<file path="src/rtl/fir_decim_avg.sv">
// Block averager and 2-entry output queue behind the 3rd-order FIR, with a sticky drop flag.
// Optional round-half-up averaging is enabled by defining FIR_DECIM_ROUND_EN.
module fir_decim_avg #(
    parameter int IN_W       = 10,
    parameter int LOG2_DECIM = 2
) (
    input  logic            Clk,
    input  logic            Rst,
    input  logic [IN_W-1:0] Y_in,
    input  logic            Y_valid,
    output logic [IN_W-1:0] Avg_out,
    output logic            Avg_valid,
    input  logic            Avg_ready,
    output logic            Ovf
);

    localparam int ACC_W = IN_W + LOG2_DECIM;
    localparam int CNT_W = (LOG2_DECIM > 0) ? LOG2_DECIM : 1;
    localparam int DECIM = 1 << LOG2_DECIM;
    localparam logic [CNT_W-1:0] CNT_LAST = CNT_W'(DECIM - 1);
`ifdef FIR_DECIM_ROUND_EN
    localparam logic [ACC_W-1:0] RND = ACC_W'(DECIM / 2);
`endif

    typedef enum logic [1:0] {
        Q_EMPTY = 2'b00,
        Q_ONE   = 2'b01,
        Q_FULL  = 2'b10
    } q_state_t;

    logic [ACC_W-1:0] acc_r;
    logic [CNT_W-1:0] cnt_r;
    logic [ACC_W-1:0] sum_s;
    logic [IN_W-1:0]  result_s;
    logic             push_s;
    logic             pop_s;
    q_state_t         state_r;
    q_state_t         next_state_s;
    logic [IN_W-1:0]  head_r;
    logic [IN_W-1:0]  tail_r;
    logic [IN_W-1:0]  head_nxt_s;
    logic [IN_W-1:0]  tail_nxt_s;
    logic             drop_s;
    logic             valid_r;
    logic             ovf_r;

    assign push_s   = Y_valid && (cnt_r == CNT_LAST);
    assign pop_s    = (state_r != Q_EMPTY) && Avg_ready;
    assign result_s = sum_s[ACC_W-1:LOG2_DECIM];

    // Running block sum; the rounding term only enters on the closing sample so acc never sees it.
    always_comb begin
        sum_s = acc_r + ACC_W'(Y_in);
`ifdef FIR_DECIM_ROUND_EN
        if (push_s) begin
            sum_s = sum_s + RND;
        end else begin
            sum_s = sum_s;
        end
`endif
    end

    // Accumulator and sample counter; both hold across Y_valid gaps.
    always_ff @(posedge Clk or negedge Rst) begin
        if (!Rst) begin
            acc_r <= {ACC_W{1'b0}};
            cnt_r <= {CNT_W{1'b0}};
        end else if (Y_valid) begin
            if (push_s) begin
                acc_r <= {ACC_W{1'b0}};
                cnt_r <= {CNT_W{1'b0}};
            end else begin
                acc_r <= sum_s;
                cnt_r <= cnt_r + CNT_W'(1);
            end
        end else begin
            acc_r <= acc_r;
            cnt_r <= cnt_r;
        end
    end

    // Queue occupancy state register.
    always_ff @(posedge Clk or negedge Rst) begin
        if (!Rst) begin
            state_r <= Q_EMPTY;
        end else begin
            state_r <= next_state_s;
        end
    end

    // Queue occupancy next state; a simultaneous push and pop leaves occupancy unchanged.
    always_comb begin
        next_state_s = state_r;
        case (state_r)
            Q_EMPTY: begin
                if (push_s) next_state_s = Q_ONE;
                else        next_state_s = Q_EMPTY;
            end
            Q_ONE: begin
                if (push_s && !pop_s)      next_state_s = Q_FULL;
                else if (pop_s && !push_s) next_state_s = Q_EMPTY;
                else                       next_state_s = Q_ONE;
            end
            Q_FULL: begin
                if (pop_s && !push_s) next_state_s = Q_ONE;
                else                  next_state_s = Q_FULL;
            end
            default: next_state_s = Q_EMPTY;
        endcase
    end

    // Queue data movement and drop detection.
    always_comb begin
        head_nxt_s = head_r;
        tail_nxt_s = tail_r;
        drop_s     = 1'b0;
        case (state_r)
            Q_EMPTY: begin
                if (push_s) head_nxt_s = result_s;
                else        head_nxt_s = head_r;
            end
            Q_ONE: begin
                if (push_s && pop_s) head_nxt_s = result_s;
                else if (push_s)     tail_nxt_s = result_s;
                else                 head_nxt_s = head_r;
            end
            Q_FULL: begin
                if (pop_s) begin
                    head_nxt_s = tail_r;
                    if (push_s) tail_nxt_s = result_s;
                    else        tail_nxt_s = tail_r;
                end else if (push_s) begin
                    drop_s = 1'b1;
                end else begin
                    drop_s = 1'b0;
                end
            end
            default: begin
                head_nxt_s = head_r;
                tail_nxt_s = tail_r;
                drop_s     = 1'b0;
            end
        endcase
    end

    // Registered queue storage and outputs; head keeps its last value once the queue empties.
    always_ff @(posedge Clk or negedge Rst) begin
        if (!Rst) begin
            head_r  <= {IN_W{1'b0}};
            tail_r  <= {IN_W{1'b0}};
            valid_r <= 1'b0;
            ovf_r   <= 1'b0;
        end else begin
            head_r  <= head_nxt_s;
            tail_r  <= tail_nxt_s;
            valid_r <= (next_state_s != Q_EMPTY);
            ovf_r   <= ovf_r | drop_s;
        end
    end

    assign Avg_out   = head_r;
    assign Avg_valid = valid_r;
    assign Ovf       = ovf_r;

endmodule

</file>
<file path="config.mk">
export PLATFORM = sky130hd
export DESIGN_NAME = fir_decim_avg
export DESIGN_NICKNAME = d
export VERILOG_FILES = /design/src/rtl/fir_decim_avg.sv
export SDC_FILE = /design/constraint.sdc
export NUM_CORES = 1
export LEC_CHECK = 0
export CORE_MARGIN = 2
export CORE_UTILIZATION = 50
export DETAILED_ROUTE_END_ITERATION = 6
export HOLD_SLACK_MARGIN = 0.02
export PLACE_DENSITY = 0.81
export SLEW_MARGIN = 0
export SYNTH_ARGS = -nofsm -noshare
export SYNTH_HDL_FRONTEND = slang
export SYNTH_SLANG_ARGS = --single-unit
export TNS_END_PERCENT = 30
</file>
<file path="constraint.sdc">
create_clock -name Clk -period 5.6 [get_ports Clk]
set_input_delay 1.12 -clock Clk [delete_from_list [all_inputs] [get_ports Clk]]
set_output_delay 1.12 -clock Clk [all_outputs]
set_load 0.01 [all_outputs]
</file>
* After elaboration in Yosys (flattened, before gate mapping)
Cells that the tools add are included.
Widths: inputs -> output; s select.
** Cells by class
- Add/subtract/negate cells :: 2
- Eq/ne operators :: 7
- Multiplexer cells :: 18
- Bitwise operators :: 1
- Reduce and logical (&&, ||, !) cells :: 14
** Operators by type and width (count)
- $mux 10 :: 6
- $pmux 10 s3 :: 1
- $pmux 10 s2 :: 1
- $add 12x10->12 :: 1
- $mux 12 :: 1
- $ne 2x2->1 const B :: 4
- $mux 2 :: 3
- $pmux 2 s3 :: 1
- $reduce_bool 2->1 :: 3
- $logic_and 1x1->1 :: 5
- $mux 1 :: 5
- $eq 2x2->1 const B :: 2
- $reduce_and 4->1 :: 1
- $reduce_and 3->1 :: 1
- $reduce_bool 3->1 :: 1
- $add 2x1->2 const B :: 1
- $eq 2x1->1 const B :: 1
- $logic_not 1->1 :: 2
- $logic_not 2->1 :: 1
- $or 1x1->1 :: 1
** Storage, ports and cells
- Register bits after elaboration :: 38
- Bits of input ports :: 14
- Word-level logic and storage cells :: 49

* Longest topological paths before layout
Gate-level depths: netlist of the first run.
- Word-level depth :: 8
- Mapped depth :: 9
- Gate-level depth less buffers :: 9

* Worst setup path before layout of the first run
Ideal clock, no wire load.
- Path kind :: input -> register
- Start :: in Y_in[0]
- End :: reg head_r[8] (netlist: Avg_out[8])
- Library setup time :: 87 ps
- Arrival :: 2727 ps
- Data required time :: 5513 ps
- Slack :: 2786 ps
- Stages on the path :: 9
- Buffers on the path :: 0
- Cell sequence :: ha_1 -> inv_1 -> fa_1 -> nor2b_4 -> o31a_4 -> o21ai_4 -> o31a_4 -> mux2i_1 -> a211oi_2
** On the way
- Longest elaborated chain between the ends :: 3
- Elaborated cells on any way between the ends :: 4
- Those cells by class :: add/sub (1); mux (3)
** Ends and longest elaborated chain
- from (decl) :: RTL line 9 : input logic [IN_W-1:0] Y_in,
- $add 12x10->12 * :: RTL line 53 : sum_s = acc_r + ACC_W'(Y_in);
- $mux 10, on equally long branches :: RTL line 123, 119
- $pmux 10 s3 * :: RTL line 117 : case (state_r)
- to (signal assigned) :: RTL line 149 : head_r <= {IN_W{1'b0}};
- to (signal assigned) :: RTL line 154 : head_r <= head_nxt_s;
- to (decl) :: RTL line 39 : logic [IN_W-1:0] head_r;
Mark *: on every way between the ends. The rest lies on a longest branch, timed or not. The select of a mux whose other input is x is not followed.
A chain may end at the register's enable or synchronous reset.

* Worst setup path after layout of the first run
Same ends and word-level chain as after synthesis.

==> results of run 1 <==
[cell families (layout without fill, tap and decap cells)]
family | count (synthesis) | in the layout | share of synthesized area, %
mux | 5 | 5 | 2.404
flops | 38 | 38 | 43.50
simple gates | 66 | 66 | 14.54
xor+xnor | 7 | 7 | 2.805
compound gates | 70 | 70 | 23.93
fa+ha+maj | 15 | 15 | 8.930
buf+inv | 21 | 44 | 3.892
[report_power, final]
group          internal, uW  switching [uW]
combinational           341             392
clock                  83.5            92.1
sequential              404            82.1
total                   829             566
[metal layers]
layer	routed length (um)	track usage, %	part of all wire [%]
met3	186	2.597	4.5
met1	1965	24.81	48
met4	71	7.265	1.7
met2	1903	30.90	46
met5	0	0	0
[final timing paths]
kind,start,to,slack (ns),cells after the start
min in group asynchronous,Rst,Avg_valid,0.93,1
setup / recovery,Y_in[0],Avg_out[8],2.48,10
setup reg to reg,cnt_r[0],Avg_out[8],3.31,7
hold reg to reg,Ovf,Ovf,0.46,1
hold / removal,Ovf,Ovf,0.46,1
max in group asynchronous,Rst,acc_r[8],4.14,1
[stage by stage]
stage / std cells / cell area (um2)
3_5_place_dp: 290 / 2456
3_3_place_gp: 290 / 2456
4_1_cts: 297 / 2535
2_1_floorplan: 222 / 2186
5_1_grt: 297 / 2535
6_report: 297 / 2535
[worst register-to-register path, cell delays in order (launching register included)]
cell and delay (ns):
dfrtp_1 0.37, ha_1 0.35, and3b_1 0.22, a21oi_1 0.06, o21ai_2 0.70, nand3_1 0.17, mux2i_1 0.21, a211oi_2 0.06
[synth_stat cells (5+ instances only)]
| master | count | area [um2] |
|---|---|---|
| nor2_1 | 16 | 60.06 |
| o21ai_1 | 5 | 25.02 |
| nand2_1 | 27 | 101.4 |
| a21oi_1 | 12 | 60.06 |
| ha_1 | 14 | 175.2 |
| dfrtp_1 | 38 | 950.9 |
| o21ai_0 | 11 | 55.05 |
| inv_1 | 12 | 45.04 |
| o21a_1 | 5 | 37.54 |
| a31oi_1 | 5 | 31.28 |
| buf_2 | 5 | 25.02 |
| o2bb2ai_1 | 8 | 70.07 |
[registers in the layout (all words and copies together), names as in the netlist]
register / flops
cnt_r: 2
state_r: 2
acc_r: 12
Ovf: 1
tail_r: 10
Avg_out: 10
Avg_valid: 1
[cell type report]
cell class | count | area [um2]
clock buffer | 5 | 68.82
tap | 52 | 65.06
timing repair buffer | 25 | 245.2
clock inverter | 2 | 10.01
fill | 352 | 1759
inverter | 12 | 45.04
sequential | 38 | 950.9
multi-input combinational | 163 | 1150
==> key figures, run 1 <==
Run status
  • Outcome: finished, final reports clean

Finish
  • Post-layout util: 59.03%
  • Area growth, synth to finish: 15.97%
  • Most common cell after layout, fill and taps aside: dfrtp_1
  • Ant diodes: 0
  • Layout cells sized above 1: 9.796%
  • Most frequent cells in the layout: 38 x dfrtp_1, 27 x nand2_1, 24 x clkdlybuf4s50_1, 16 x nor2_1, 14 x ha_1
  • # nets final: 274

STA
  • Max_slew headroom: 37.82%
  • Hold_ws: 0.4617 ns
  • Max Slew Vio Count: 0
  • Tcrit/Tclk final: 55.64%
  • Fmax: 320.9 MHz
  • Least-Margin Pin Slew: 0.9308 ns
  • Min Clock Period, post-route: 3.116 ns
  • Final worst-path setup slack: 2.484 ns
  • Count of final hold-check violations: 0
  • Final setup viols: 0
  • Post-route clock skew: 0.004848 ns
  • Unrepaired setup endpoints after global routing: false
  • Setup TNS Final: 0 ns

Global routing
  • Initial antenna violation count: 0
  • GR Util All Layers: 18.65%
  • Total gr overflow: 0
  • Largest net degree at the start of global routing: 39
  • Vias in the first global route: 1635
  • First-pass GRT wire length: 7307 um

Yosys
  • Asr flop ratio synth: 100.0%
  • Syn Inst Count: 222
  • Register area share after synthesis: 43.50%
  • Synth Cell Area: 2186 um2
  • EDFF count, synth: 0
  • Net count after synthesis: 251
  • Post-synth top flop: dfrtp_1
  • Yosys cell types: 45
  • Synthesis-stage register bit count: 38
  • Yosys warning count: 0
  • Avg Cell Area, Syn: 9.846 um2

Clocking
  • Post-CTS setup buffer count: 0
  • Post-CTS Resized: 0
  • Root Driver: clkbuf_8
  • CTS tree: built
  • H-tree Lvls: 2
  • # hold bufs at CTS: 0
  • CTS sink cnt: 38
  • CTS Buf Count: 5
  • Worst-Skew Late Latency: 0.28 ns
  • Clock slew at reported path FFs: 0.07 ns
  • Clock buffer depth: 2

Critical path
  • Critical path's top delay family: compound AO/OA/AOI/OAI gates
  • Critical path startpoint category: input port
  • Max FO, Critical Path: 4
  • Worst Path Arrival: 3.25 ns
  • Crit-path most repeated cell: o31a_4
  • Delay of the slowest critical-path stage: 0.46 ns
  • Critical path type: input port to flop
  • Bufs and invs on worst path: 2
  • Critical-path top delay cell: clkdlybuf4s50_1
  • Worst path cell trace: clkdlybuf4s50_1 > ha_1 > inv_1 > fa_1 > nor2b_4 > o31a_4 > o21ai_4 > o31a_4 > mux2i_1 > a211oi_2
  • Worst setup EP type: flop
  • Required time of the critical path: 5.73 ns

Die
  • Chip height: 70.12 um
  • Core Region: 4294 um2
  • Die Area: 4917 um2
  • I/O Pins: 26
  • Die extent in x: 70.12 um
  • Row Count: 24
  • Starting Density: 50.90%

Min path
  • Min-delay worst type: flop to flop

Routing
  • Drt pass-1 iters: 4
  • Initial DRC count: 115
  • # DRC: 0
  • Detailed Route WL: 4127 um
  • Via/cell ratio: 5.569
  • Routed wire length per instance: 13.90 um
  • Via count: 1654
  • Final ANT Viol Nets: 0

Pwr
  • Peak supply drop: 0.2094 mV
  • Lkg Pwr: 0.001136 uW
  • PwrDens: 550.5 nW/um2
  • Power consumption: 1395 uW

Place
  • Count of input and output buffers: 25
  • Pre-CTS WS: 2.202 ns
  • DP HPWL: 2990 um
  • Routability cong.: 0.8924

Run
  • Max Cap Violations: 0
Power figures use the tool's default switching activity.
==> inputs of run 2 (changes only) <==
Settings changed: PLACE_DENSITY 0.81 to 0.83.
Clock period 5.6 ns to 2.5 ns, I/O delays scaled along.
==> run 2 against run 1 <==
First-iteration DRC count down 2.6%. Worst hold slack worse by 0.16 ns. Critical path depth unchanged. Global-route usage up 1.8 points. Power up 140%. Via count up 5.0%. Non-clock buffer count up 14. Wire length up 10%.
==> key figures, run 2 (synthesis results as in run 1) <==
Run status
  • Outcome: finished, final reports clean

Critical path
  • Required time of the critical path: 2.71 ns (-3.02 ns)
  • Critical path startpoint category: input port
  • Max FO, Critical Path: 4 (unchanged)
  • Worst Path Arrival: 2.66 ns (-0.59 ns)
  • R2R Path Start: cnt_r[0]
  • Worst r2r path cells: 7 (unchanged)
  • Worst setup EP type: flop
  • Critical path type: input port to flop
  • Crit path launch: Y_in[0]

Clocking
  • CTS Buf Count: 5 (unchanged)
  • Clock buffer depth: 2 (unchanged)
  • CTS sink cnt: 38 (unchanged)
  • Clock slew at reported path FFs: 0.07 ns (about the same)
  • Worst-Skew Late Latency: 0.29 ns (about the same)
  • H-tree Lvls: 2 (unchanged)
  • Root Driver: clkbuf_8
  • Post-CTS setup buffer count: 0 (unchanged)
  • CTS tree: built

Global routing
  • GR Util All Layers: 20.41% (+1.8 points)
  • Total gr overflow: 0 (unchanged)
  • Largest net degree at the start of global routing: 39 (unchanged)
  • Vias in the first global route: 1732 (+5.9%)
  • Initial antenna violation count: 0 (unchanged)
  • First-pass GRT wire length: 7935 um (+8.6%)

Finish
  • # nets final: 288 (+5.1%)
  • Most common cell after layout, fill and taps aside: dfrtp_1
  • Ant diodes: 0 (unchanged)
  • Fin area: 2646 um2 (+4.4%)
  • Post-layout util: 61.63% (+2.6 points)
  • Biggest register: acc_r
  • Area growth, synth to finish: 21.06%
  • Most frequent cells in the layout: 38 x dfrtp_1, 27 x nand2_1, 24 x clkdlybuf4s50_1, 16 x nor2_1
  • Layout cells sized above 1: 15.44% (+5.6 points)
  • Max FFs per register: 12 (unchanged)

STA
  • Final setup viols: 0 (unchanged)
  • Min Clock Period, post-route: 2.457 ns
  • Tcrit/Tclk final: 98.28%
  • Count of final hold-check violations: 0 (unchanged)
  • Post-route clock skew: 0.004183 ns (-0.0006649 ns)
  • Hold_ws: 0.3058 ns (-0.1559 ns)
  • Least-Margin Pin Slew: 0.8294 ns (-0.1014 ns)
  • Fmax: 407.0 MHz
  • Final worst-path setup slack: 0.04295 ns (-2.441 ns)
  • Max Slew Vio Count: 0 (unchanged)
  • Max_slew headroom: 44.71% (+6.9 points)

Die
  • Starting Density: 50.90% (unchanged)
  • Row Count: 24 (unchanged)
  • Die Area: 4917 um2 (unchanged)
  • Chip height: 70.12 um (unchanged)
  • Die extent in x: 70.12 um (unchanged)
  • Core Region: 4294 um2 (unchanged)
  • I/O Pins: 26 (unchanged)

Routing
  • Via count: 1736 (+5.0%)
  • Final ANT Viol Nets: 0 (unchanged)
  • Routed wire length per instance: 14.60 um (+5.1%)
  • Detailed Route WL: 4542 um (+10%)
  • Initial DRC count: 112 (-2.6%)
  • Via/cell ratio: 5.582 (+0.23%)
  • Drt pass-1 iters: 4 (unchanged)
  • # DRC: 0 (unchanged)

Pwr
  • Lkg Pwr: 0.001200 uW (+5.7%)
  • Peak supply drop: 0.4358 mV (+110%)
  • PwrDens: 1243 nW/um2 (+130%)

Place
  • Pre-CTS WS: -0.2913 ns (-2.493 ns)
  • DP HPWL: 3348 um (+12%)
  • Routability cong.: 0.8806 (-1.3%)
  • Count of input and output buffers: 25 (unchanged)
  • DP Area: 2561 um2 (+4.3%)

Run
  • Max Cap Violations: 0 (unchanged)

Min path
  • Min-delay worst type: input port to async pin
-- run 2: power breakdown --
| group | leakage, uW | internal [uW] | switching (uW) |
|---|---|---|---|
| registers | 0.000463 | 905 | 185 |
| clock network | 0.0000438 | 187 | 216 |
| logic | 0.000693 | 863 | 932 |
| total | 0.00120 | 1950 | 1330 |
-- run 2: worst paths after layout --
path	to	slack [ns]
max reg2reg	Avg_out[8]	0.21
max	Avg_out[8]	0.04
min reg2reg	Ovf	0.46
min	Ovf	0.31
max in group asynchronous	acc_r[4]	1.67
min in group Clk	Ovf	0.46
-- run 2: repair_timing --
action	in CTS	in global routing
gates resized for setup	0	2
setup endpoints to repair	0	2
hold buffers	0	0
-- run 2: area by class of cell --
class / count / area [um2]
Timing Repair Buffer: 39 / 350.3
Fill cell: 368 / 1648
Tap cell: 52 / 65.06
Clock buffer: 5 / 68.82
Clock inverter: 2 / 10.01
Inverter: 12 / 45.04
Sequential cell: 38 / 950.9
Multi-Input combinational cell: 163 / 1156
-- run 2: per-layer routing --
layer  global-route usage [%]  vias to the layer above  wire [um]
met5                        0                        -          0
met4                    7.265                        0         68
met3                    3.608                        6        212
met2                    33.44                       44       2147
met1                    27.31                      820       2113
li1                         -                      866          -
-- run 2: through the flow --
step	cells	total power [uW]	setup TNS, ns
floorplan	222	2269	0
global placement	304	2801	-0.8662
detailed placement	304	2876	-1.500
CTS	311	3290	0
global route	311	3544	-0.0008298
finish	311	3288	0
-- run 2: worst max-delay path: stages --
cell             delay (ns)
clkdlybuf4s50_1        0.47
ha_1                   0.18
inv_1                  0.06
fa_2                   0.36
nor2b_4                0.13
o31a_4                 0.14
o21ai_4                0.07
o31a_4                 0.39
mux2i_2                0.16
a211oi_2               0.19
==> patch, RTL diff (config.mk and constraints of run 2) <==
Encoding of `q_state_t`: now one-hot (3 bits for 3 states).
--- a/src/rtl/fir_decim_avg.sv
+++ b/src/rtl/fir_decim_avg.sv
@@ -23,8 +23,8 @@
 `endif
 
-    typedef enum logic [1:0] {
-        Q_EMPTY = 2'b00,
-        Q_ONE   = 2'b01,
-        Q_FULL  = 2'b10
+    typedef enum logic [2:0] {
+        Q_EMPTY = 3'b001,
+        Q_ONE   = 3'b010,
+        Q_FULL  = 3'b100
     } q_state_t;
 
Check against the original RTL: same outputs for any inputs over 4 cycles, from zero or initial values and one cycle with Rst low; so few cycles prove little.
==> patch against run 2 <==
  * Sequential cell count is 1 higher
  * Area after synthesis is 10% higher
  * Hold slack better by 0.0050 ns
  * Setup slack better by 0.091 ns
  * Total power is 0.84% lower
  * Fmax is 3.8% higher
  * Wire length is 17% higher
  * Final area is 9.5% higher
==> patch: results (changes against run 2) <==
| Metric | Value |
|---|---|
| Routed wl met2 | `2670 µm (+25%)` |
| Placement Setup Slack | `-0.163 ns (+0.128 ns)` |
| Flop pwr share | `0.316 (-0.015)` |
| Placed Cells | `350 (+15%)` |
| Top post-synthesis cells by area | `dfrtp_1, ha_1, inv_1` |
| DR WL met3 | `258 µm (+22%)` |
| Pin count of the biggest net entering global routing | `40 (+2.6%)` |
| Post-synth top cells | `dfrtp_1, inv_1, nand2_1` |
| Worst hold margin | `0.311 ns (+0.00501 ns)` |
| Run status | `completed` |
| Metal-1 WL | `2300 µm (+8.8%)` |
| Worst-Margin Slew | `0.862 ns (+0.0324 ns)` |
| GRT Util Overall | `0.216 (+0.0119)` |
| GR Layer Usage met1 | `0.275 (+0.00213)` |
| Drt wl/cell | `14.9 µm (+1.9%)` |
| First-pass GRT wire length | `9200 µm (+16%)` |
| Filler cells | `406 (+10%)` |
| Syn Nets | `294 (+17%)` |
| GPL Wtd Cong | `0.892 (+1.3%)` |
| Non-clk buf share | `0.138 (+0.00584)` |
| Comb_multi_in | `188 (+15%)` |
| Register area | `977 µm² (+2.8%)` |
| Reg2reg path depth | `8 (+1)` |
| DP Area | `2800 µm² (+9.3%)` |
| ClkCell Share | `0.0315 (+0.00175)` |
| Power Internal | `1920 µW (-1.6%)` |
| R2r startpoint | `acc_r[0]` |
| Clkbuf count | `7 (+2)` |
| Vias in the first global route | `2029 (+17%)` |
| Worst Hold Class | `in -> async` |
| GR Util met3 | `0.0576 (+0.0215)` |
| DP Wirelength | `4020 µm (+20%)` |
| Worst r2r dst | `acc_r[10]` |
| Cell count after synthesis | `265 (+19%)` |
| GR Util met2 | `0.366 (+0.0320)` |
| Reg2Reg Setup Slack | `0.46 ns (+0.25 ns)` |
| DRT iter0 DRCs | `179 (+60%)` |
| WP data arrival | `2.60 ns (-0.06 ns)` |
| Setup Skew | `0.0112 ns (+0.00698 ns)` |
| Synth unique cells | `55 (+22%)` |
| Via density | `5.78 (+3.6%)` |
| Nets@finish | `332 (+15%)` |
| Max VDD drop | `0.000543 V (+25%)` |
| Inverters | `25 (+13)` |
| Power Density | `1130 nW/µm² (-9.4%)` |
| Comb power frac | `0.548 (+0.002)` |
| Non-clk bufs | `44 (+13%)` |
| Routed WL | `5330 µm (+17%)` |
[patch: changes by cell type in the layout (fill, tap and decap cells not counted), moves of 3 or more]
cell / before / now
o2bb2ai_1: 8 / 0
o22ai_1: 3 / 10
nand2b_1: 4 / 7
a21oi_1: 12 / 16
o21ai_0: 11 / 6
inv_1: 12 / 24
o21ai_1: 5 / 17
buf_4: 14 / 18
nand2_1: 27 / 24
or4_1: 0 / 3
nor3_1: 1 / 5
[patch: logic make-up after synthesis]
group | Yosys count | share of synthesized area
AO/OA/AOI/OAI | 81 | 0.216
multiplexers | 3 | 0.0130
XOR/XNOR | 3 | 0.0109
adder cells (fa/ha/maj) | 15 | 0.0812
flip-flops | 39 | 0.407
AND/OR/NAND/NOR | 86 | 0.204
buffers and inverters | 38 | 0.0687
[patch: worst max-delay path, stage by stage]
cell,delay [ns]
clkdlybuf4s50_1,0.46
ha_1,0.16
inv_1,0.05
fa_1,0.39
nor2b_1,0.19
o31a_4,0.20
nor4_4,0.05
or4_1,0.49
nand3_1,0.10
